File: config.mk
export PLATFORM = sky130hd
export DESIGN_NAME = note_player
export DESIGN_NICKNAME = d
export VERILOG_FILES = /design/src/rtl/note_player_pkg.sv /design/src/rtl/note_player_ms_timer.sv /design/src/rtl/note_player.sv
export SDC_FILE = /design/constraint.sdc
export NUM_CORES = 1
export LEC_CHECK = 0
export ABC_AREA = 1
export CAP_MARGIN = 30
export CELL_PAD_IN_SITES_DETAIL_PLACEMENT = 0
export CELL_PAD_IN_SITES_GLOBAL_PLACEMENT = 1
export CORE_UTILIZATION = 48
export DETAILED_ROUTE_END_ITERATION = 10
export PLACE_DENSITY_LB_ADDON = 0.1
export SYNTH_ARGS = -nofsm -noshare
export SYNTH_HDL_FRONTEND = slang
export SYNTH_SLANG_ARGS = --single-unit
File: constraint.sdc
create_clock -name clk -period 7.1 [get_ports clk]
set_clock_uncertainty 0.2 [all_clocks]
set_input_delay 0.71 -clock clk [delete_from_list [all_inputs] [get_ports clk]]
set_output_delay 0.71 -clock clk [all_outputs]
set_load 0.03 [all_outputs]
File: src/rtl/note_player_pkg.sv
// Shared types and colour lookup for the note_player sequence playback block.
package note_player_pkg;

    typedef enum logic [1:0] {
        IDLE = 2'd0,
        NOTE = 2'd1,
        GAP  = 2'd2,
        FIN  = 2'd3
    } state_t;

    typedef logic [1:0] colour_t;

    localparam logic [9:0] FREQ_C0 = 10'd415;
    localparam logic [9:0] FREQ_C1 = 10'd310;
    localparam logic [9:0] FREQ_C2 = 10'd252;
    localparam logic [9:0] FREQ_C3 = 10'd209;

    localparam logic [3:0] LED_C0 = 4'b0001;
    localparam logic [3:0] LED_C1 = 4'b0010;
    localparam logic [3:0] LED_C2 = 4'b0100;
    localparam logic [3:0] LED_C3 = 4'b1000;

    function automatic logic [9:0] freq_of_colour(colour_t c);
        case (c)
            2'd0:    freq_of_colour = FREQ_C0;
            2'd1:    freq_of_colour = FREQ_C1;
            2'd2:    freq_of_colour = FREQ_C2;
            default: freq_of_colour = FREQ_C3;
        endcase
    endfunction

    function automatic logic [3:0] led_of_colour(colour_t c);
        case (c)
            2'd0:    led_of_colour = LED_C0;
            2'd1:    led_of_colour = LED_C1;
            2'd2:    led_of_colour = LED_C2;
            default: led_of_colour = LED_C3;
        endcase
    endfunction

endpackage

File: src/rtl/note_player_ms_timer.sv
// Millisecond interval timer: counts T = max(ticks_per_milli,1) cycles per ms and
// pulses expire on the final cycle of a target_ms long interval, then rearms itself.
module ms_timer #(
    parameter int MSW = 9
) (
    input  logic           clk,
    input  logic           rst,
    input  logic           restart,
    input  logic           run,
    input  logic [15:0]    ticks_per_milli,
    input  logic [MSW-1:0] target_ms,
    output logic           expire
);

    logic [15:0]    tpm;
    logic [15:0]    cyc_q, cyc_d;
    logic [MSW-1:0] ms_q, ms_d;
    logic [MSW:0]   ms_next;
    logic           last_cyc;

    always_comb begin
        tpm      = (ticks_per_milli == 16'd0) ? 16'd1 : ticks_per_milli;
        // >= keeps the counter bounded if ticks_per_milli shrinks mid-interval
        last_cyc = (cyc_q >= tpm - 16'd1);
        ms_next  = {1'b0, ms_q} + {{MSW{1'b0}}, 1'b1};
        expire   = run && last_cyc && (ms_next >= {1'b0, target_ms});

        cyc_d = cyc_q;
        ms_d  = ms_q;
        if (restart || !run || expire) begin
            cyc_d = 16'd0;
            ms_d  = '0;
        end else if (last_cyc) begin
            cyc_d = 16'd0;
            ms_d  = ms_next[MSW-1:0];
        end else begin
            cyc_d = cyc_q + 16'd1;
        end
    end

    always_ff @(posedge clk) begin
        if (rst) begin
            cyc_q <= 16'd0;
            ms_q  <= '0;
        end else begin
            cyc_q <= cyc_d;
            ms_q  <= ms_d;
        end
    end

endmodule

File: src/rtl/note_player.sv
// Colour-sequence note player: records colours, then plays them as timed tones with gaps.
// Optional NOTE_PLAYER_SPEEDUP_EN shortens notes as the stored sequence grows.
module note_player
    import note_player_pkg::*;
#(
    parameter int MAX_LEN = 32,
    parameter int NOTE_MS = 400,
    parameter int GAP_MS  = 100
) (
    input  logic        clk,
    input  logic        rst,
    input  logic [15:0] ticks_per_milli,
    input  logic        wr_en,
    input  logic [1:0]  wr_color,
    input  logic        clear,
    input  logic        start,
    output logic [9:0]  frequency,
    output logic [3:0]  color_led,
    output logic        busy,
    output logic        done,
    output logic [6:0]  count,
    output logic        full,
    output state_t      dbg_state
);

    localparam int IW     = (MAX_LEN > 1) ? $clog2(MAX_LEN) : 1;
    localparam int MAX_MS = (NOTE_MS > GAP_MS) ? NOTE_MS : GAP_MS;
    localparam int MSW    = $clog2(MAX_MS + 1);

    state_t         state_q, state_d;
    logic [6:0]     count_q, count_d;
    logic [IW-1:0]  idx_q, idx_d;
    logic [9:0]     freq_q, freq_d;
    logic [3:0]     led_q, led_d;
    logic           busy_q, busy_d;
    logic           done_q, done_d;
    colour_t        buf_q [MAX_LEN];

    logic           wr_ok, more, run, expire;
    logic [MSW-1:0] note_ms, target_ms;

`ifdef NOTE_PLAYER_SPEEDUP_EN
    always_comb begin
        if (count_q <= 7'd5)       note_ms = MSW'(NOTE_MS);
        else if (count_q <= 7'd13) note_ms = MSW'(3 * NOTE_MS / 4);
        else                       note_ms = MSW'(NOTE_MS / 2);
    end
`else
    assign note_ms = MSW'(NOTE_MS);
`endif

    // Handshake: wr_en and start are single-cycle requests with no ready; wr_en is
    // accepted only when !full && !busy && !clear, start only when !busy && !clear.
    assign wr_ok     = wr_en && !clear && !full && !busy_q;
    assign full      = (count_q == 7'(MAX_LEN));
    assign run       = (state_q == NOTE) || (state_q == GAP);
    assign target_ms = (state_q == NOTE) ? note_ms : MSW'(GAP_MS);
    assign more      = (7'(idx_q) + 7'd1) < count_q;

    ms_timer #(.MSW(MSW)) u_timer (
        .clk             (clk),
        .rst             (rst),
        .restart         (clear),
        .run             (run),
        .ticks_per_milli (ticks_per_milli),
        .target_ms       (target_ms),
        .expire          (expire)
    );

    always_comb begin
        state_d = state_q;
        idx_d   = idx_q;
        count_d = count_q;

        case (state_q)
            IDLE: if (start) begin
                state_d = (count_q != 7'd0) ? NOTE : FIN;
                idx_d   = '0;
            end
            NOTE: if (expire) state_d = more ? GAP : FIN;
            GAP:  if (expire) begin
                state_d = NOTE;
                idx_d   = idx_q + IW'(1);
            end
            default: state_d = IDLE;
        endcase

        if (clear) begin
            state_d = IDLE;
            count_d = 7'd0;
        end else if (wr_ok) begin
            count_d = count_q + 7'd1;
        end

        // Outputs are registered from the next state so they line up with state_q.
        freq_d = (state_d == NOTE) ? freq_of_colour(buf_q[idx_d]) : 10'd0;
        led_d  = (state_d == NOTE) ? led_of_colour(buf_q[idx_d]) : 4'd0;
        busy_d = (state_d != IDLE);
        done_d = (state_d == FIN);
    end

    always_ff @(posedge clk) begin
        if (rst) begin
            state_q <= IDLE;
            count_q <= 7'd0;
            idx_q   <= '0;
            freq_q  <= 10'd0;
            led_q   <= 4'd0;
            busy_q  <= 1'b0;
            done_q  <= 1'b0;
        end else begin
            state_q <= state_d;
            count_q <= count_d;
            idx_q   <= idx_d;
            freq_q  <= freq_d;
            led_q   <= led_d;
            busy_q  <= busy_d;
            done_q  <= done_d;
        end
    end

    always_ff @(posedge clk) begin
        if (wr_ok) buf_q[count_q[IW-1:0]] <= wr_color;
    end

    assign frequency = freq_q;
    assign color_led = led_q;
    assign busy      = busy_q;
    assign done      = done_q;
    assign count     = count_q;
    assign dbg_state = state_q;

endmodule

Word-level counts from Yosys, hierarchy flattened:

Memory sizes are Yosys's and may differ from the RTL's.
Index checks and enable logic that the tools add are counted.

* input port bits: 23
* memories: 1
* bits in writable memories: 64
* output and inout bits: 26
* register bits after elaboration: 55
* logic and storage cells: 64
* ROM bits: 0
* bits in latches: 0

* add/sub/neg operators: 6
* reduce and logical (&&, ||, !) cells: 21
* bitwise logic cells: 1
* eq/ne operators: 7
* divide/modulo/power cells: 0
* magnitude comparators: 3
* muxes and demuxes: 16
* shift operators: 0
* $mul: 0

Memories
* buf_q: words 32, width 2, read ports 1, clocked after Yosys merged registers in 0, wr ports 1, line note_player.sv:37 `colour_t buf_q [MAX_LEN];`

Operator list (count)
* $pmux 9 s3: 1
* $add 16x1->16 const B: 1
* $ge 16x16->1: 1
* $logic_not 16->1: 1
* $mux 16: 1
* $sub 16x1->16 const B: 1
* $pmux 4 s3: 1
* $add 9x1->10 const B: 1
* $ge 10x9->1: 1
* $mux 2: 5
* $mux 5: 2
* $pmux 5 s2: 1
* $mux 9: 1
* $add 7x1->7 const B: 1
* $eq 7x6->1 const B: 1
* $lt 6x7->1: 1
* $reduce_bool 7->1: 1
* $add 5x1->6 const B: 1
* $eq 2x1->1 const B: 3
* $eq 2x2->1 const B: 3
* $pmux 2 s3: 1
* $reduce_or 2->1: 3
* $add 5x1->5 const B: 1
* $logic_and 1x1->1: 5
* other kinds (7): 15

Depth between registers and ports, before layout:

* depth after elaboration: 12
* mapped depth: 33
* mapped depth without buffers: 32

By module:

Synthesis repeated with hierarchy kept, for this count alone.

* cells, all modules: 783
* area, all modules: 6553.8 um^2

By module, submodules not included
* note_player: area each 4261.6 um^2, cells each 437, instances 1, sequential area each 2482.4 um^2
* ms_timer: area each 2292.2 um^2, cells each 346, instances 1, sequential area each 500.5 um^2

Worst setup path before layout:

OpenSTA, ideal clock, no wires.

* path kind: input port to flip-flop
* from: input port ticks_per_milli[7]
* to: register freq_q[5] (netlist: frequency[5])
* buffers on the path: 2
* stages: 29
* data arrival time: 4160 ps
* data required time: 6783 ps
* slack: 2624 ps
* cell sequence: nor2_1 -> inv_1 -> nor3_1 -> a31oi_1 -> nand2_1 -> nor3_1 -> nand2_1 -> inv_1 -> nand3_1 -> o41ai_1 -> ha_1 -> a21oi_1 -> o21ai_0 -> nor2_1 -> nand2_2 -> buf_6 -> nand4_4 -> nand2_4 -> nand2_8 -> buf_4 -> nand2_1 -> nand3_1 -> nand3_1 -> nand3_1 -> nand2_1 -> o21ai_1 -> ha_1 -> inv_1 -> nor2_1

* cells in the longest elaborated chain, start to end: 12
* elaborated cells on any way between the ends: 20

RTL lines
* from (decl): line note_player.sv:12 `input logic [15:0] ticks_per_milli,`
* $logic_not 16->1: line note_player_ms_timer.sv:22 `tpm = (ticks_per_milli == 16'd0) ? 16'd1 : ticks_per_milli;`
* $mux 16 (*): line note_player_ms_timer.sv:22
* $sub 16x1->16 (*): line note_player_ms_timer.sv:24 `last_cyc = (cyc_q >= tpm - 16'd1);`
* $ge 16x16->1 (*): line note_player_ms_timer.sv:24
* $logic_and 1x1->1 (*) (2 in series): line note_player_ms_timer.sv:26 `expire = run && last_cyc && (ms_next >= {1'b0, target_ms});`
* parallel branches: the longest is 6 deep, another holds $mem_v2 32x2
* to (signal assigned): line note_player.sv:115 `freq_q <= freq_d;`
* to (decl): line note_player.sv:33 `logic [9:0] freq_q, freq_d;`

Mark *: on every way between the ends.
A chain may end at the register's enable or synchronous reset.

Worst setup path after layout:

Ends and elaborated chain as after synthesis.

==> results by group <==
Run status
  • Outcome: completed

Logic synthesis
  • Average cell area after synthesis: 8.622 sq um
  • Post-synth EDFFs: 64
  • Synth Net Count: 805
  • Sequential-to-total area share from yosys stat: 47.00%
  • Syn Inst Count: 736
  • #FFs+latches synth: 117
  • Yosys top cell area share: 30.28%
  • Largest cells by area after synthesis: edfxtp_1 30%, dfxtp_1 17%, ha_1 9.1%
  • Top-count cell post-synth: nand2_1
  • Top cells by count, synth: 133 x nand2_1, 110 x nand3_1, 89 x nor2_1, 78 x inv_1, 64 x edfxtp_1
  • Largest area contributor in the netlist: edfxtp_1
  • Ys async rst share: 0%
  • Library cells used by synthesis: 42
  • Synth Flop Type: edfxtp_1
  • Post-Syn Area: 0.006346 sq mm
  • Synth Warn #: 0

Worst setup path
  • CP Capture Type: flip-flop
  • Crit path required time: 7190 ps
  • Max FO, Critical Path: 11
  • Worst Reg-to-Reg Cells: 24
  • Max stage delay on crit path: 670 ps
  • Max stage delay cell, worst path: nor2_1
  • Flop2flop setup slack: 2380 ps
  • Critical Path Source Type: primary input
  • Top cell by count, worst path: nand3_1
  • RR Startpoint: u_timer.ms_q[1]
  • Critical R2R Capture: frequency[5]
  • Critical Path AT: 5970 ps
  • Worst setup path class: in2reg

STA
  • FMAX: 169.9 MHz
  • Minimum clock period: 5885 ps
  • Final worst-path cycle share: 82.89%
  • Setup TNS: 0 ps
  • Worst slew margin: 40.19%
  • RSZ-0062 raised after global routing: false
  • Worst-margin pin slew: 893.8 ps
  • Final Hold Fails: 0
  • Final WS setup: 1215 ps
  • Final setup fails: 0
  • Max-slew violation count: 0

Clock network
  • Clock buffer depth: 2
  • Number of CTS-inserted buffers: 17
  • Root Driver: clkbuf_16
  • H-tree levels: 4
  • Clock Pin Slew Worst Setup and Hold Paths: 50 ps
  • Worst-skew pair later-pin latency: 410 ps
  • # resized after CTS: 0
  • CTS tree: done
  • Hold buffers post-CTS: 0
  • Post-CTS Setup Bufs: 0
  • Clock Sinks: 117

Global routing
  • Met1 Resource Use GR: 27.46%
  • Met2 Use GR: 38.22%
  • First-pass GRT wire length: 23160 microns
  • Antenna violations before repair: 0
  • Global route overflow: 0
  • Met3 Usage GRT: 5.458%
  • GRT Total Usage: 22.76%
  • Number of global-route vias before repair: 4832
  • Largest net degree at the start of global routing: 37
  • Top Usage Layer GRT: met2

Floorplan
  • Die ar.: 0.01368 sq mm
  • Die Y: 117.0 microns
  • Initial Utilization: 49.68%
  • Area of the core: 0.01277 sq mm
  • # IOs: 49
  • Die width: 117.0 microns
  • Cell row count: 41

Power
  • Pwr dens: 227.5 mW/mm^2
  • VDD IR max: 0.1493 mV
  • Leak pwr: 3.081 nW

Placed design
  • Routability cong.: 0.8544
  • Placed Area: 0.006948 sq mm
  • HPWL after DPL: 10400 microns
  • PortBufs: 47
  • Place WS: 794.9 ps

Route
  • DR vias/cell: 5.245
  • Total Wirelength: 14320 microns
  • DR vias: 5103
  • Routed wire per std cell: 14.72 microns
  • DR DRC count: 0
  • DRT iter0 DRCs: 458
  • TritonRoute pass-1 iters: 5
  • Final ANT Viol Nets: 0

Final layout
  • Core Util, Final: 59.44%
  • Area growth from synthesis to layout: 19.64%
  • Antenna cells: 0
  • Design Area, Final: 0.007592 sq mm
  • Fillers: 1119
  • Final net count: 857
  • Layout cells sized above 1: 7.615%

Min path
  • Hold_sp: u_timer.cyc_q[0]
  • Hold depth: 1
  • Endpoint, Worst Hold: u_timer.cyc_q[0]
  • Hold crit path type: reg2reg

Job
  • Maxcap violations: 0
[final cells by class]
cell class                      instances  area, sq um  area share (%)
Inverter                               83        314.1           4.136
Tap cell                              172        215.2           2.835
Sequential cell                       117         2983           39.29
Multi-Input combinational cell        518         2920           38.46
Clock buffer                           21        503.0           6.625
Clock inverter                         11        141.4           1.862
Timing Repair Buffer                   51        515.5           6.790
[report_power, final]
part,total (W),switching [W],internal (W)
combinational,0.0000938,0.0000563,0.0000375
clock,0.000912,0.000301,0.000611
sequential,0.000722,0.00000308,0.000719
[flip-flops by register name, indices dropped and copies added (netlist names)]
signal	cells
idx_q	5
done	1
buf_q	64
color_led	4
count	7
frequency	8
u_timer.ms_q	9
dbg_state	2
busy	1
u_timer.cyc_q	16
[layout by cell type (no fill, tap or decap), drive strengths merged]
cell	n
nand2	141
nand3	115
nor2	91
inv	82
edfxtp	64
dfxtp	53
clkdlybuf4s50	47
ha	46
a21oi	36
clkbuf	21
nor3	20
xor2	19
o21ai	13
clkinv	8
xnor2	6
nand4	6
nor3b	5
or2	4
buf	4
a31oi	3
bufinv	3
nor4	3
o21bai	2
o22ai	2
nand3b	2
o41ai	1
o221ai	1
a221oi	1
conb	1
clkinvlp	1
[cell families after synthesis]
logic type / share of synthesized area, %
AO/OA/AOI/OAI: 5.067
AND/OR/NAND/NOR: 28.37
other: 0.05909
buffers and inverters: 6.979
adder cells (fa/ha/maj): 9.069
flip-flops: 47.00
XOR/XNOR: 3.450
[layer usage]
layer  wire, microns  up-vias
li1                -     2574
met1            6193     2370
met2            6972      127
met3             785       32
met4             368        0
met5               0        -
[worst max-delay path, delay by kind of cell]
family / cells / cell delay [ps]
AO/OA/AOI/OAI: 3 / 660
AND/OR/NAND/NOR: 19 / 3080
buffers and inverters: 5 / 840
adder cells (fa/ha/maj): 2 / 650
[how the worst max path moves through the flow]
stage,startpoint,to,slack (ps),cells past startpoint
final,ticks_per_milli[7],frequency[5],1220,29
after global routing,ticks_per_milli[3],frequency[1],680,30
after CTS,ticks_per_milli[7],frequency[5],1220,29
after detailed placement,ticks_per_milli[7],frequency[5],790,29
after global placement,ticks_per_milli[7],frequency[5],920,29
after floorplan,ticks_per_milli[7],frequency[5],2620,29
[through the flow]
step	instances	power (W)	hold slack (ps)
after global routing	973	0.001783	291.4
after global placement	939	0.0008273	244.3
after CTS	973	0.001745	274.7
after detailed placement	941	0.0008304	261.1
final	973	0.001727	263.6
after floorplan	736	0.0007886	229.7
Note: power is estimated with default switching activity, not from simulation.
==> patch 1, RTL diff (same flow settings) <==
The option `NOTE_PLAYER_SPEEDUP_EN` is turned on by a define.
--- a/src/rtl/note_player.sv
+++ b/src/rtl/note_player.sv
@@ -2,2 +2,4 @@
 // Optional NOTE_PLAYER_SPEEDUP_EN shortens notes as the stored sequence grows.
+`define NOTE_PLAYER_SPEEDUP_EN
+
 module note_player
Behaviour: no difference found for any inputs over 10 cycles, from zero or initial values and one cycle with rst high; that may be too few to reach the edited logic, so the function may still have changed.
==> patch 1 against the original RTL <==
Synthesized area grew 0.81%; sequential cell count is the same; design area grew 0.23%; routed wire length shrank 0.42%; power shrank 4.4%; cell count grew 0.82%; global-route usage shrank 0.73 points; worst setup slack lost 0.24 ns; sequential power is essentially flat; critical path depth grew 3; non-clock buffer count shrank 1; die area grew 0.80%; register-to-register slack lost 0.35 ns; highest routed layer unchanged.
==> patch 1: results (changes against the original RTL) <==
outcome=finished, final reports clean (unchanged); Pleak=3.09 nW (was 3.08 nW); met1 Use GR=27.0% (was 27.5%); met2 usage=37.5% (was 38.2%); synth top area cells=edfxtp_1 (30%), dfxtp_1 (17%), ha_1 (9.4%) (was edfxtp_1 (30%), dfxtp_1 (17%), ha_1 (9.1%)); Clk Latency, worst-skew pair=0.41 ns (about the same); clock slew at reported path FFs=0.06 ns; antenna-violating nets left=0 (unchanged); GRT Util Overall=22.0% (was 22.8%); count of cell types in the netlist=44 (was 42); FF-to-FF path depth=25 (was 24); Max H-tree Level=4 (unchanged); fin nets=867 (was 857); hold path cells=1 (unchanged); clock network power=836 µW (was 912 µW); Least-Margin Pin Slew=0.602 ns (was 0.894 ns); met2 WL post-DR=6920 µm (was 6970 µm); drt first pass iters=4 (was 5); DR WL/cell=14.5 µm (was 14.7 µm); Syn Nets=814 (was 805); routed via count=5069 (was 5103); Inserted Clock Buffers=17 (unchanged); register area share after synthesis=46.6% (was 47.0%); synth cell count leaders=nand2_1 (146), nand3_1 (101), nor2_1 (88), inv_1 (79), edfxtp_1 (64) (was nand2_1 (133), nand3_1 (110), nor2_1 (89), inv_1 (78), edfxtp_1 (64)); gpl congestion=0.859 (was 0.854); worst hold path endpoint=u_timer.cyc_q[0] (unchanged); setup TNS=0 ns (unchanged); EDFF count, synth=64 (unchanged); slowest cell on the critical path=clkdlybuf4s50_1 (was nor2_1); crit path from=ticks_per_milli[5] (was ticks_per_milli[7]); r2r startpoint=count[2] (was u_timer.ms_q[1]); CP Class=input port to register (unchanged); initial antenna violation count=0 (unchanged); Largest stage delay, worst path=0.56 ns (was 0.67 ns); post-CTS setup buffer count=0 (unchanged); DRT met1 WL=6320 µm (was 6190 µm); Worst Min Path Start=u_timer.cyc_q[0] (unchanged); CTS Root Cell=clkbuf_16 (unchanged); reg2reg setup slack=2.03 ns (was 2.38 ns); top routing layer used=met4 (unchanged); first-pass GRT wire length=23700 µm (was 23200 µm); largest net degree at the start of global routing=35 (was 37); DRT iter0 DRCs=284 (was 458); GR Util met3=5.11% (was 5.46%); vias in the first global route=4980 (was 4832); Crit path arrival time=6.22 ns (was 5.97 ns); fill count=1174 (was 1119); crit-path max FO=34 (was 11); peak supply drop=0.132 mV (was 0.149 mV); async set or reset register ratio after synthesis=0% (unchanged); Sw Share=22.2% (was 20.8%); DP HPWL=10500 µm (was 10400 µm); Worst path top cell family by delay=simple AND/OR/NAND/NOR gates (unchanged); met3 wire length=777 µm (was 785 µm); Largest register FFs=64 (unchanged); Hold Path Class=register to register (unchanged); layout cell share with drive strength beyond 1=7.54% (was 7.62%); ANT cells=0 (unchanged); post-CTS sizing=0 (unchanged); Comb pwr share=5.7% (was 5.4%)
[patch 1: metrics by stage]
step	total power, mW	instance area [µm²]	instances	hold WS (ns)	worst slack (ns)
6_report	1.65	7610	981	0.268	0.974
3_3_place_gp	0.826	6970	947	0.247	0.761
3_5_place_dp	0.830	7020	949	0.262	0.551
4_1_cts	1.66	7610	981	0.275	0.974
2_1_floorplan	0.788	6400	743	0.230	2.49
5_1_grt	1.71	7610	981	0.308	0.367
[patch 1: cell type report]
class                           instances  share of cell area (%)
Sequential cell                       117                    39.2
Multi-Input combinational cell        523                    39.0
Clock buffer                           23                    7.00
Timing Repair Buffer                   50                    6.84
Inverter                               87                    4.29
Tap cell                              172                    2.83
Clock inverter                          9                   0.789
[patch 1: cell families (layout without fill, tap and decap cells)]
family	count (synthesis)	count (layout)	share of synthesized area, %
simple gates	388	388	28.1
flops	117	117	46.6
buf+inv	103	169	6.92
compound gates	58	58	5.08
fa+ha+maj	48	48	9.39
xor+xnor	28	28	3.83
other cells	1	1	0.0586
==> patch 2, RTL diff (config.mk and constraints unchanged) <==
Made on the original files. Put one more register stage on the output `count`, with the module's reset. The value now appears one clock later. The other outputs are not delayed to match.
--- a/src/rtl/note_player.sv
+++ b/src/rtl/note_player.sv
@@ -129,3 +129,9 @@
     assign done      = done_q;
-    assign count     = count_q;
+    always_ff @(posedge clk) begin
+        if (rst) begin
+            count <= '0;
+        end else begin
+            count <= count_q;
+        end
+    end
     assign dbg_state = state_q;
Formal check against the unedited RTL: not equivalent (a bounded check fails within 4 cycles, from zero or initial values and one cycle with rst high).
==> patch 2 against the original RTL <==
Synthesized area rose by 2.5%; maximum frequency fell by 0.60%; design area rose by 0.48%; worst setup slack got worse by 0.035 ns; sequential share of layout area rose by 1.7 points; non-clock buffer count fell by 2; count of clock-buffer cells in the layout fell by 2; first-iteration DRC count fell by 12%; sequential cell count rose by 7; power fell by 8.0%; cell count rose by 2.1%; routed wire length fell by 1.5%; register-to-register slack barely moved.
==> patch 2: results (changes against the original RTL) <==
outcome=finished, final reports clean (unchanged); count of cell types in the netlist=48 (was 42); register area share after synthesis=48.0% (was 47.0%); met1 Use GR=29.0% (was 27.5%); Pleak=3.02 nW (was 3.08 nW); GR Util met3=5.02% (was 5.46%); r2r startpoint=u_timer.ms_q[0] (was u_timer.ms_q[1]); vias in the first global route=4936 (was 4832); first-pass GRT wire length=23800 µm (was 23200 µm); Compound-Gate Fraction of Synth Area=5.19% (was 5.07%); Sw Pwr=356 µW (was 360 µW); Least-Margin Pin Slew=0.854 ns (was 0.894 ns); Crit path arrival time=6.02 ns (was 5.97 ns); Post-Synth XOR/XNOR Area=3.23% (was 3.45%); crit path from=ticks_per_milli[5] (was ticks_per_milli[7]); DRT met1 WL=6630 µm (was 6190 µm); DR WL/cell=14.2 µm (was 14.7 µm); GRT Util Overall=21.7% (was 22.8%); Syn Nets=821 (was 805); met2 WL post-DR=6560 µm (was 6970 µm); layout cell share with drive strength beyond 1=7.71% (was 7.62%); gpl congestion=0.857 (was 0.854); routed via count=5136 (was 5103); synth top area cells=edfxtp_1 (30%), dfxtp_1 (18%), ha_1 (8.8%) (was edfxtp_1 (30%), dfxtp_1 (17%), ha_1 (9.1%)); drt first pass iters=7 (was 5); Synth Area in Adders=8.84% (was 9.07%); met3 wire length=736 µm (was 785 µm); synth cell count leaders=nand2_1 (144), nor2_1 (99), nand3_1 (95), inv_1 (77), edfxtp_1 (64) (was nand2_1 (133), nand3_1 (110), nor2_1 (89), inv_1 (78), edfxtp_1 (64)); fill count=1215 (was 1119); Clk pwr share=46.3% (was 52.8%); fin nets=873 (was 857)
==> patch 2: cell types whose count changed in the layout (fill, tap and decap cells not counted), sizes merged, moves of 3 or more <==
cell / delta
nand3: -16
nor3: -4
clkinvlp: +3
nand2: +15
dfxtp: +7
bufinv: -3
nor2: +11
==> patch 2: layout make-up <==
type | count | share of cell area [%]
Clock inverter | 13 | 1.03
Clock buffer | 19 | 5.67
Inverter | 85 | 4.22
Timing Repair Buffer | 49 | 6.56
Multi-Input combinational cell | 527 | 38.7
Tap cell | 176 | 2.89
Sequential cell | 124 | 40.9
==> patch 2: worst reg2reg max path: stages, from the launching register on <==
cell and delay, ns:
dfxtp_1 0.49, ha_1 0.22, nand2_1 0.09, nor2_1 0.18
nand3_1 0.15, nor3b_1 0.25, xnor2_1 0.14, inv_1 0.08
ha_1 0.29, inv_1 0.06, nor2_1 0.04, nor3b_2 0.22
nand2_4 0.11, nand3_4 0.11, inv_2 0.07, nand3_1 0.10
nand2_1 0.07, nor2_1 0.65, nand3_1 0.18, nand3_1 0.13
nand3_1 0.14, nand3_1 0.12, o21ai_1 0.11, ha_1 0.32
inv_1 0.06, nor2_1 0.04
==> patch 2: per-stage QoR <==
step	hold slack [ns]	power [mW]	cell area [µm²]	setup slack, ns	cells
final	0.258	1.59	7630	1.18	993
after global routing	0.310	1.64	7630	0.614	993
after CTS	0.267	1.61	7630	1.18	993
after detailed placement	0.255	0.867	7120	0.764	961
after global placement	0.248	0.864	7090	0.863	959
after floorplan	0.230	0.826	6510	2.46	752
==> patch 2: cells by family (layout without fill, tap and decap cells) <==
kind of cell	after synthesis	after routing
AOI/OAI and AO/OA	61	61
xor gates and xnor gates	24	24
adders and majority gates	46	46
buffers and inverters	101	166
DFF	124	124
other	1	1
and+or+nand+nor	395	395
